File: src/rtl/mult_pkg.sv
// Shared types and sizing helpers for the iterative multiplier and the
// Karatsuba stages built on top of it.
package mult_pkg;

  typedef enum logic [1:0] {
    IDLE = 2'd0,
    RUN  = 2'd1,
    FIX  = 2'd2,
    DONE = 2'd3
  } mult_state_t;

  function automatic int mult_ndig(input int width, input int digit);
    return width / digit;
  endfunction

  // A single-digit configuration still needs a 1-bit counter.
  function automatic int mult_sel_w(input int ndig);
    return (ndig > 1) ? $clog2(ndig) : 1;
  endfunction

endpackage

File: src/rtl/mult_digit.sv
// Combinational WIDTH x DIGIT unsigned partial product, sized to map onto
// DSP tiles.
module mult_digit #(
  parameter int WIDTH = 64,
  parameter int DIGIT = 16
) (
  input  logic [WIDTH-1:0]       a,
  input  logic [DIGIT-1:0]       b,
  output logic [WIDTH+DIGIT-1:0] pp
);

  assign pp = (WIDTH+DIGIT)'(a) * (WIDTH+DIGIT)'(b);

endmodule

File: src/rtl/mult_iter.sv
// Iterative WIDTH x WIDTH multiplier, signed or unsigned, one DIGIT slice of
// B per cycle with a level-sensitive start/done handshake.
module mult_iter
  import mult_pkg::*;
#(
  parameter int WIDTH = 64,
  parameter int DIGIT = 16
) (
  input  logic               clk,
  input  logic               rst_n,
  input  logic               start,
  input  logic               is_signed,
  input  logic [WIDTH-1:0]   A,
  input  logic [WIDTH-1:0]   B,
  output logic               busy,
  output logic               done,
  output logic [2*WIDTH-1:0] P
);

  localparam int NDIG  = mult_ndig(WIDTH, DIGIT);
  localparam int SEL_W = mult_sel_w(NDIG);
  localparam logic [WIDTH-1:0] ONE_W   = {{(WIDTH-1){1'b0}}, 1'b1};
  localparam logic [SEL_W-1:0] CNT_END = SEL_W'(NDIG - 1);

  if (WIDTH % DIGIT != 0) begin : g_width_check
    $error("mult_iter: WIDTH must be a multiple of DIGIT");
  end

  mult_state_t          state_r, state_s;
  logic [WIDTH-1:0]     a_mag_r, b_mag_r;
  logic                 neg_r;
  logic [2*WIDTH-1:0]   acc_r;
  logic [SEL_W-1:0]     cnt_r;
  logic [2*WIDTH-1:0]   p_r;
  logic                 done_r, busy_r;

  logic                 a_neg_s, b_neg_s;
  logic [WIDTH-1:0]     a_mag_s, b_mag_s;
  logic [31:0]          off_s;
  logic [DIGIT-1:0]     b_dig_s;
  logic [WIDTH+DIGIT-1:0] pp_s;
  logic [2*WIDTH-1:0]   pp_shift_s;

  // The most-negative operand negates to itself, which read unsigned is
  // exactly its magnitude.
  assign a_neg_s = is_signed & A[WIDTH-1];
  assign b_neg_s = is_signed & B[WIDTH-1];
  assign a_mag_s = a_neg_s ? (~A + ONE_W) : A;
  assign b_mag_s = b_neg_s ? (~B + ONE_W) : B;

  assign off_s      = 32'(cnt_r) * 32'(DIGIT);
  assign b_dig_s    = b_mag_r[off_s +: DIGIT];
  assign pp_shift_s = (2*WIDTH)'(pp_s) << off_s;

  mult_digit #(
    .WIDTH (WIDTH),
    .DIGIT (DIGIT)
  ) u_digit (
    .a  (a_mag_r),
    .b  (b_dig_s),
    .pp (pp_s)
  );

  // State register.
  always_ff @(posedge clk or negedge rst_n) begin
    if (!rst_n) begin
      state_r <= IDLE;
    end else begin
      state_r <= state_s;
    end
  end

  // Next-state logic.
  always_comb begin
    state_s = state_r;
    case (state_r)
      IDLE: begin
        if (start) state_s = RUN;
        else       state_s = IDLE;
      end
      RUN: begin
        if (cnt_r == CNT_END) state_s = FIX;
        else                  state_s = RUN;
      end
      FIX:  state_s = DONE;
      DONE: begin
        if (!start) state_s = IDLE;
        else        state_s = DONE;
      end
      default: state_s = IDLE;
    endcase
  end

  // Operand capture, accumulation, sign correction and registered outputs.
  always_ff @(posedge clk or negedge rst_n) begin
    if (!rst_n) begin
      a_mag_r <= '0;
      b_mag_r <= '0;
      neg_r   <= 1'b0;
      acc_r   <= '0;
      cnt_r   <= '0;
      p_r     <= '0;
      done_r  <= 1'b0;
      busy_r  <= 1'b0;
    end else begin
      case (state_r)
        IDLE: begin
          if (start) begin
            a_mag_r <= a_mag_s;
            b_mag_r <= b_mag_s;
            neg_r   <= a_neg_s ^ b_neg_s;
            acc_r   <= '0;
            cnt_r   <= '0;
            busy_r  <= 1'b1;
          end
        end
        RUN: begin
          acc_r <= acc_r + pp_shift_s;
          cnt_r <= cnt_r + SEL_W'(1);
        end
        FIX: begin
          p_r    <= neg_r ? (~acc_r + {{(2*WIDTH-1){1'b0}}, 1'b1}) : acc_r;
          done_r <= 1'b1;
          cnt_r  <= '0;
        end
        DONE: begin
          if (!start) begin
            done_r <= 1'b0;
            busy_r <= 1'b0;
          end
        end
        default: begin
          done_r <= 1'b0;
          busy_r <= 1'b0;
        end
      endcase
    end
  end

  assign P    = p_r;
  assign done = done_r;
  assign busy = busy_r;

endmodule

File: config.mk
export PLATFORM = sky130hd
export DESIGN_NAME = mult_iter
export DESIGN_NICKNAME = d
export VERILOG_FILES = /design/src/rtl/mult_pkg.sv /design/src/rtl/mult_digit.sv /design/src/rtl/mult_iter.sv
export SDC_FILE = /design/constraint.sdc
export NUM_CORES = 2
export LEC_CHECK = 0
export BUFFER_PORTS_ARGS = -buffer_cell sky130_fd_sc_hd__buf_2
export CAP_MARGIN = 25
export CORE_UTILIZATION = 45
export CTS_CLUSTER_DIAMETER = 120
export CTS_CLUSTER_SIZE = 30
export DETAILED_ROUTE_END_ITERATION = 7
export GPL_ROUTABILITY_DRIVEN = 0
export SETUP_SLACK_MARGIN = 0.02
export SLEW_MARGIN = 40
export SYNTH_ARGS = -nofsm -noshare
export SYNTH_HDL_FRONTEND = slang
export SYNTH_SLANG_ARGS = --single-unit
File: constraint.sdc
create_clock -name clk -period 15.77 [get_ports clk]
set_clock_uncertainty 0.1 [all_clocks]
set_input_delay 1.577 -clock clk [delete_from_list [all_inputs] [get_ports clk]]
set_output_delay 1.577 -clock clk [all_outputs]
set_load 0.01 [all_outputs]
== After elaboration in Yosys (flattened, before gate mapping) ==
Index checks and enable logic that the tools add are counted.

* Flip-flop bits (word level): 391
* Logic and storage cells: 54

* Equality and inequality tests: 6
* Shift operators: 2
* Bitwise logic cells: 6
* Add/subtract/negate cells: 5
* Reductions and logical operators: 10
* Multipliers: 1
* Multiplexer cells: 15

{| class="wikitable"
|+ Operators with widths
! cell !! count
|-
| $mux 128 || 2
|-
| $pmux 128 s2 || 1
|-
| $add 128x1->128 const B || 1
|-
| $add 128x128->128 || 1
|-
| $add 64x1->64 const B || 2
|-
| $mux 64 || 2
|-
| $not 128->128 || 1
|-
| $not 64->64 || 2
|-
| $shl 80x6->128 || 1
|-
| $mul 64x16->80 || 1
|-
| $shiftx 64x7->16 || 1
|-
| $pmux 2 s4 || 1
|-
| $reduce_and 2->1 || 4
|-
| $eq 2x2->1 const B || 3
|-
| $mux 2 || 3
|-
| $pmux 2 s3 || 1
|-
| $reduce_bool 2->1 || 3
|-
| $ne 2x2->1 const B || 2
|-
| $pmux 1 s2 || 2
|-
| $mux 1 || 3
|-
| $reduce_and 3->1 || 1
|-
| $reduce_bool 3->1 || 1
|-
| $add 2x1->2 const B || 1
|-
| $and 1x1->1 || 2
|-
| other kinds (3) || 3
|}

== Longest topological paths before layout ==
* Depth in word-level cells: 5
* Gate-level depth with buffers: 46
* Depth with buffers taken out: 40

== By module ==
A second synthesis with hierarchy kept.

* Cell total of the unflattened synthesis: 7552
* Area, all modules: 62174.6 um^2

{| class="wikitable"
|+ By module, submodules not included
! module !! sequential area each (um^2) !! area an instance (um^2) !! cells each !! times used
|-
| mult_digit || 0.0 || 31576.5 || 3693 || 1
|-
| mult_iter || 9784.4 || 30598.1 || 3859 || 1
|}

== Least setup slack after synthesis ==
Ideal clock, no wire load.

* Path kind: reg2reg
* From: register cnt_r[0]
* To: register acc_r[127]
* Path slack: 4.291 ns
* Required time: 15.601 ns
* Cell stages (with the launch flop): 44
* Setup time: 0.069 ns
* Arrival time: 11.311 ns
* Cells stage by stage: dfrtp_1 -> clkbuf_1 -> clkbuf_1 -> clkbuf_1 -> mux4_2 -> clkbuf_1 -> clkbuf_1 -> nand2_1 -> fa_1 -> inv_1 -> fa_1 -> fa_1 -> fa_1 -> fa_1 -> inv_1 -> fa_1 -> inv_1 -> ha_1 -> (+8 left out) -> o21ai_0 -> xor2_1 -> o21a_1 -> mux2i_1 -> ha_1 -> clkbuf_1 -> nand4_1 -> or3_1 -> nor4_1 -> nand2b_1 -> nor2_1 -> o2bb2ai_1 -> o21ai_0 -> o41ai_1 -> a31oi_1 -> xnor2_1 -> or3_1 -> nand3_1

* Cells in the longest elaborated chain, start to end: 5

{| class="wikitable"
|+ Ends and longest elaborated chain
! item !! RTL line !! RTL
|-
| from (decl) || mult_iter.sv:33 || <nowiki>logic [SEL_W-1:0] cnt_r;</nowiki>
|-
| from (signal assigned) || mult_iter.sv:119 || <nowiki>cnt_r <= cnt_r + SEL_W'(1);</nowiki>
|-
| $shiftx 64x7->16 || mult_iter.sv:52 || <nowiki>assign b_dig_s = b_mag_r[off_s +: DIGIT];</nowiki>
|-
| $mul 64x16->80 || mult_digit.sv:12 || <nowiki>assign pp = (WIDTH+DIGIT)'(a) * (WIDTH+DIGIT)'(b);</nowiki>
|-
| $shl 80x6->128 (*) || mult_iter.sv:53 || <nowiki>assign pp_shift_s = (2*WIDTH)'(pp_s) << off_s;</nowiki>
|-
| $add 128x128->128 (*) || mult_iter.sv:118 || <nowiki>acc_r <= acc_r + pp_shift_s;</nowiki>
|-
| $pmux 128 s2 (*) || mult_iter.sv:106 || <nowiki>case (state_r)</nowiki>
|-
| to (signal assigned) || mult_iter.sv:118 ||
|-
| to (decl) || mult_iter.sv:32 || <nowiki>logic [2*WIDTH-1:0] acc_r;</nowiki>
|}

Mark *: on every way between the ends. The rest lies on a longest branch, timed or not.
A chain may end at the register's enable or synchronous reset.

== Final worst setup path ==
* From: register cnt_r[0]
* To: register acc_r[114]

The elaborated chain is that of the path after synthesis.

==> impl_metrics.yaml <==
cells_and_area:
  synthToLayoutAreaGrowth_pct: 5.47
  drive_gt1_frac: 0.0572
  instances_no_fill: 9131
  num-nets-final: 8649
floorplanning:
  ioPinCount: 262
  die-height_um: 371
  fp.dieW_um: 371
  fp.coreArea_um2: 134000
  rows: 134
  start_util: 0.456
  dieArea_um2: 137000
global_route:
  grt_pass1_vias: 52300
  grtUsageTotal: 0.289
  grt_pass1_wl_um: 308000
  antenna_found_initial: 5
  grt_overflow: 0
  grt_start_max_net_pins: 126
clocking:
  cts_root_buf: "clkbuf_16"
  holdBufCountCts: 0
  htreeDepth: 1
  numCtsBuffers: 23
  clk_latency_ns: 0.69
  post_cts_buffers: 0
  clockBufferDepth: 3
  ctsResizeCount: 0
  tritoncts: "built"
  clock-sinks: 391
  path_clk_slew_ns: 0.12
synth:
  synth.most_common_cell: "nand2_1"
  synth_top_area_frac: 0.284
  synthAdderAreaFrac: 0.346
  yosys.area_share.simple: 0.186
  synth_area_um2: 61100
  yosysWarningCount: 0
  synth_compound_area_frac: 0.140
  syn_nets: 8751
  muxShareOfSynthArea: 0.0148
  yosysTopAreaCell: "fa_1"
  ys_types: 82
  seq_area_frac_synth: 0.160
  ys_top_cells_by_area: "fa_1, dfrtp_1, nand2_1"
  synth_top_family_by_area: "adder cells"
  synth_commonest_cells: "nand2_1, inv_1, fa_1"
  synth_edf_count: 0
  synth_ff_type: "dfrtp_1"
  syn_inst: 7451
  synthArstFlopShare: 1.00
  synth.ff_latch_count: 391
  avgSynthCellArea_um2: 8.20
  synth_xor_area_frac: 0.0645
sta:
  hold_viol: 0
  setup_violations: 0
  layout_min_cycle_time_ns: 13.14
  slew_violations: 0
  grt_setup_unrepaired: "no"
  holdWs_ns: 0.380
  setup_slack_ns: 2.63
  worst_pin_slew_ns: 0.946
  final.period_utilization: 0.833
  final.setup.tns_ns: 0
  max_freq_mhz: 76.1
  slew_headroom: 0.365
worst_setup_path:
  critPathRequiredTime_ns: 16.27
  reg2reg_depth: 37
  end_kind: "register"
  cp_slowest_cell: "mux4_4"
  cpPeakStageDelay_ns: 0.96
  crit_top_cell: "fa_1"
  crit_arrival_ns: 13.64
  startpoint_type: "register"
  critPathKind: "reg -> reg"
  worst-path-max-fanout: 38
detailed_routing:
  viasPerCell: 5.73
  drc: 0
  drt-total-wl_um: 198000
  wl_per_cell_um: 21.7
  ant_nets: 0
  vias: 52300
  dr.first_iter.drc_count: 4429
  drtPass1Iterations: 6
outcome:
  outcome: "complete, no violations"
placement:
  portBuffers: 261
  pre_cts_ws_ns: 3.03
  place_inst: 9091
  hpwl_um: 156000
worst_hold_path:
  hold_depth: 2
  hold_class: "reg -> reg"
run:
  drv_cap: 0
==> flip-flops by register name (all words and copies together), names as in the netlist <==
signal and flops:
busy 1, done 1, state_r 2, acc_r 128, neg_r 1, cnt_r 2, b_mag_r 64, P 128
a_mag_r 64
==> cell type report <==
| cell class | count | area [um^2] |
|---|---|---|
| sequential | 391 | 9800 |
| antenna | 1 | 2.50 |
| multi-input combinational | 5611 | 46000 |
| clock inverter | 13 | 283 |
| inverter | 1015 | 3810 |
| timing repair buffer | 307 | 1740 |
| tap | 1768 | 2210 |
| clock buffer | 25 | 583 |
| fill | 13200 | 69700 |
==> routing by layer <==
metal	vias up	wire, um	global-route usage
met5	-	11	0
met4	2	7890	0.0993
met3	376	16300	0.0531
met2	2039	92100	0.468
met1	26200	82100	0.388
li1	23700	-	-
==> cell families after synthesis <==
kind of cell	Yosys count
simple gates	2473
compound gates	1450
buf+inv	1449
fa+ha+maj	1168
xor+xnor	450
flops	391
mux	70
==> stage by stage <==
step	cell area [um^2]	utilization
floorplan	61100	-
global placement	63400	0.473
detailed placement	63500	0.474
CTS	64400	0.480
global route	64500	0.481
finish	64500	0.481
==> worst paths after layout <==
kind                                      start                     end  slack [ns]
min                           P[14]$_DFFE_PN0P_       P[14]$_DFFE_PN0P_        0.38
min reg2reg                   P[14]$_DFFE_PN0P_       P[14]$_DFFE_PN0P_        0.38
max in group asynchronous                 rst_n  a_mag_r[5]$_DFFE_PN0P_       13.03
max reg2reg                cnt_r[0]$_DFFE_PN0P_  acc_r[114]$_DFFE_PN0P_        2.63
max                        cnt_r[0]$_DFFE_PN0P_  acc_r[114]$_DFFE_PN0P_        2.63
min in group asynchronous                 rst_n       P[82]$_DFFE_PN0P_        0.78
==> cells in the final DEF, fill, tap and decap left out, types with 12 or more instances in the layout <==
| cell type | Yosys | routed |
|---|---|---|
| a31oi_1 | 29 | 29 |
| and2_1 | 366 | 366 |
| nand2b_1 | 26 | 25 |
| o22ai_1 | 17 | 17 |
| nand2_1 | 1353 | 1350 |
| o211ai_1 | 12 | 12 |
| o21a_1 | 17 | 17 |
| and3_1 | 16 | 16 |
| clkbuf_16 | 0 | 23 |
| xor2_1 | 246 | 246 |
| nand4_1 | 99 | 99 |
| dfrtp_1 | 391 | 384 |
| nor2_1 | 294 | 292 |
| a22o_1 | 14 | 14 |
| buf_4 | 0 | 32 |
| nor4_1 | 18 | 18 |
| nand3_1 | 58 | 58 |
| a21o_1 | 101 | 101 |
| a221oi_1 | 12 | 12 |
| xnor2_1 | 204 | 204 |
| o21bai_1 | 66 | 66 |
| a211oi_1 | 15 | 15 |
| ha_1 | 301 | 301 |
| a21boi_0 | 13 | 13 |
| nor2b_1 | 15 | 14 |
| or3_1 | 58 | 58 |
| fa_1 | 867 | 867 |
| o31ai_1 | 77 | 76 |
| mux2i_1 | 49 | 49 |
| o21ai_0 | 601 | 601 |
| nor3_1 | 78 | 75 |
| or4_1 | 35 | 35 |
| o41ai_1 | 23 | 20 |
| buf_2 | 0 | 260 |
| a21oi_1 | 380 | 380 |
| inv_1 | 1014 | 1014 |
==> worst max-delay path: cells and delay by family, from the launching register on <==
kind	cells	cell delay, ns
compound gates	19	5.87
fa+ha+maj	8	3.84
mux	1	0.96
flops	1	0.80
buf+inv	4	0.56
simple gates	3	0.48
xor+xnor	2	0.34
Power is left out: the tool's default activity adds up to more than one toggle a clock period on the data nets, which glitch-free logic cannot reach.
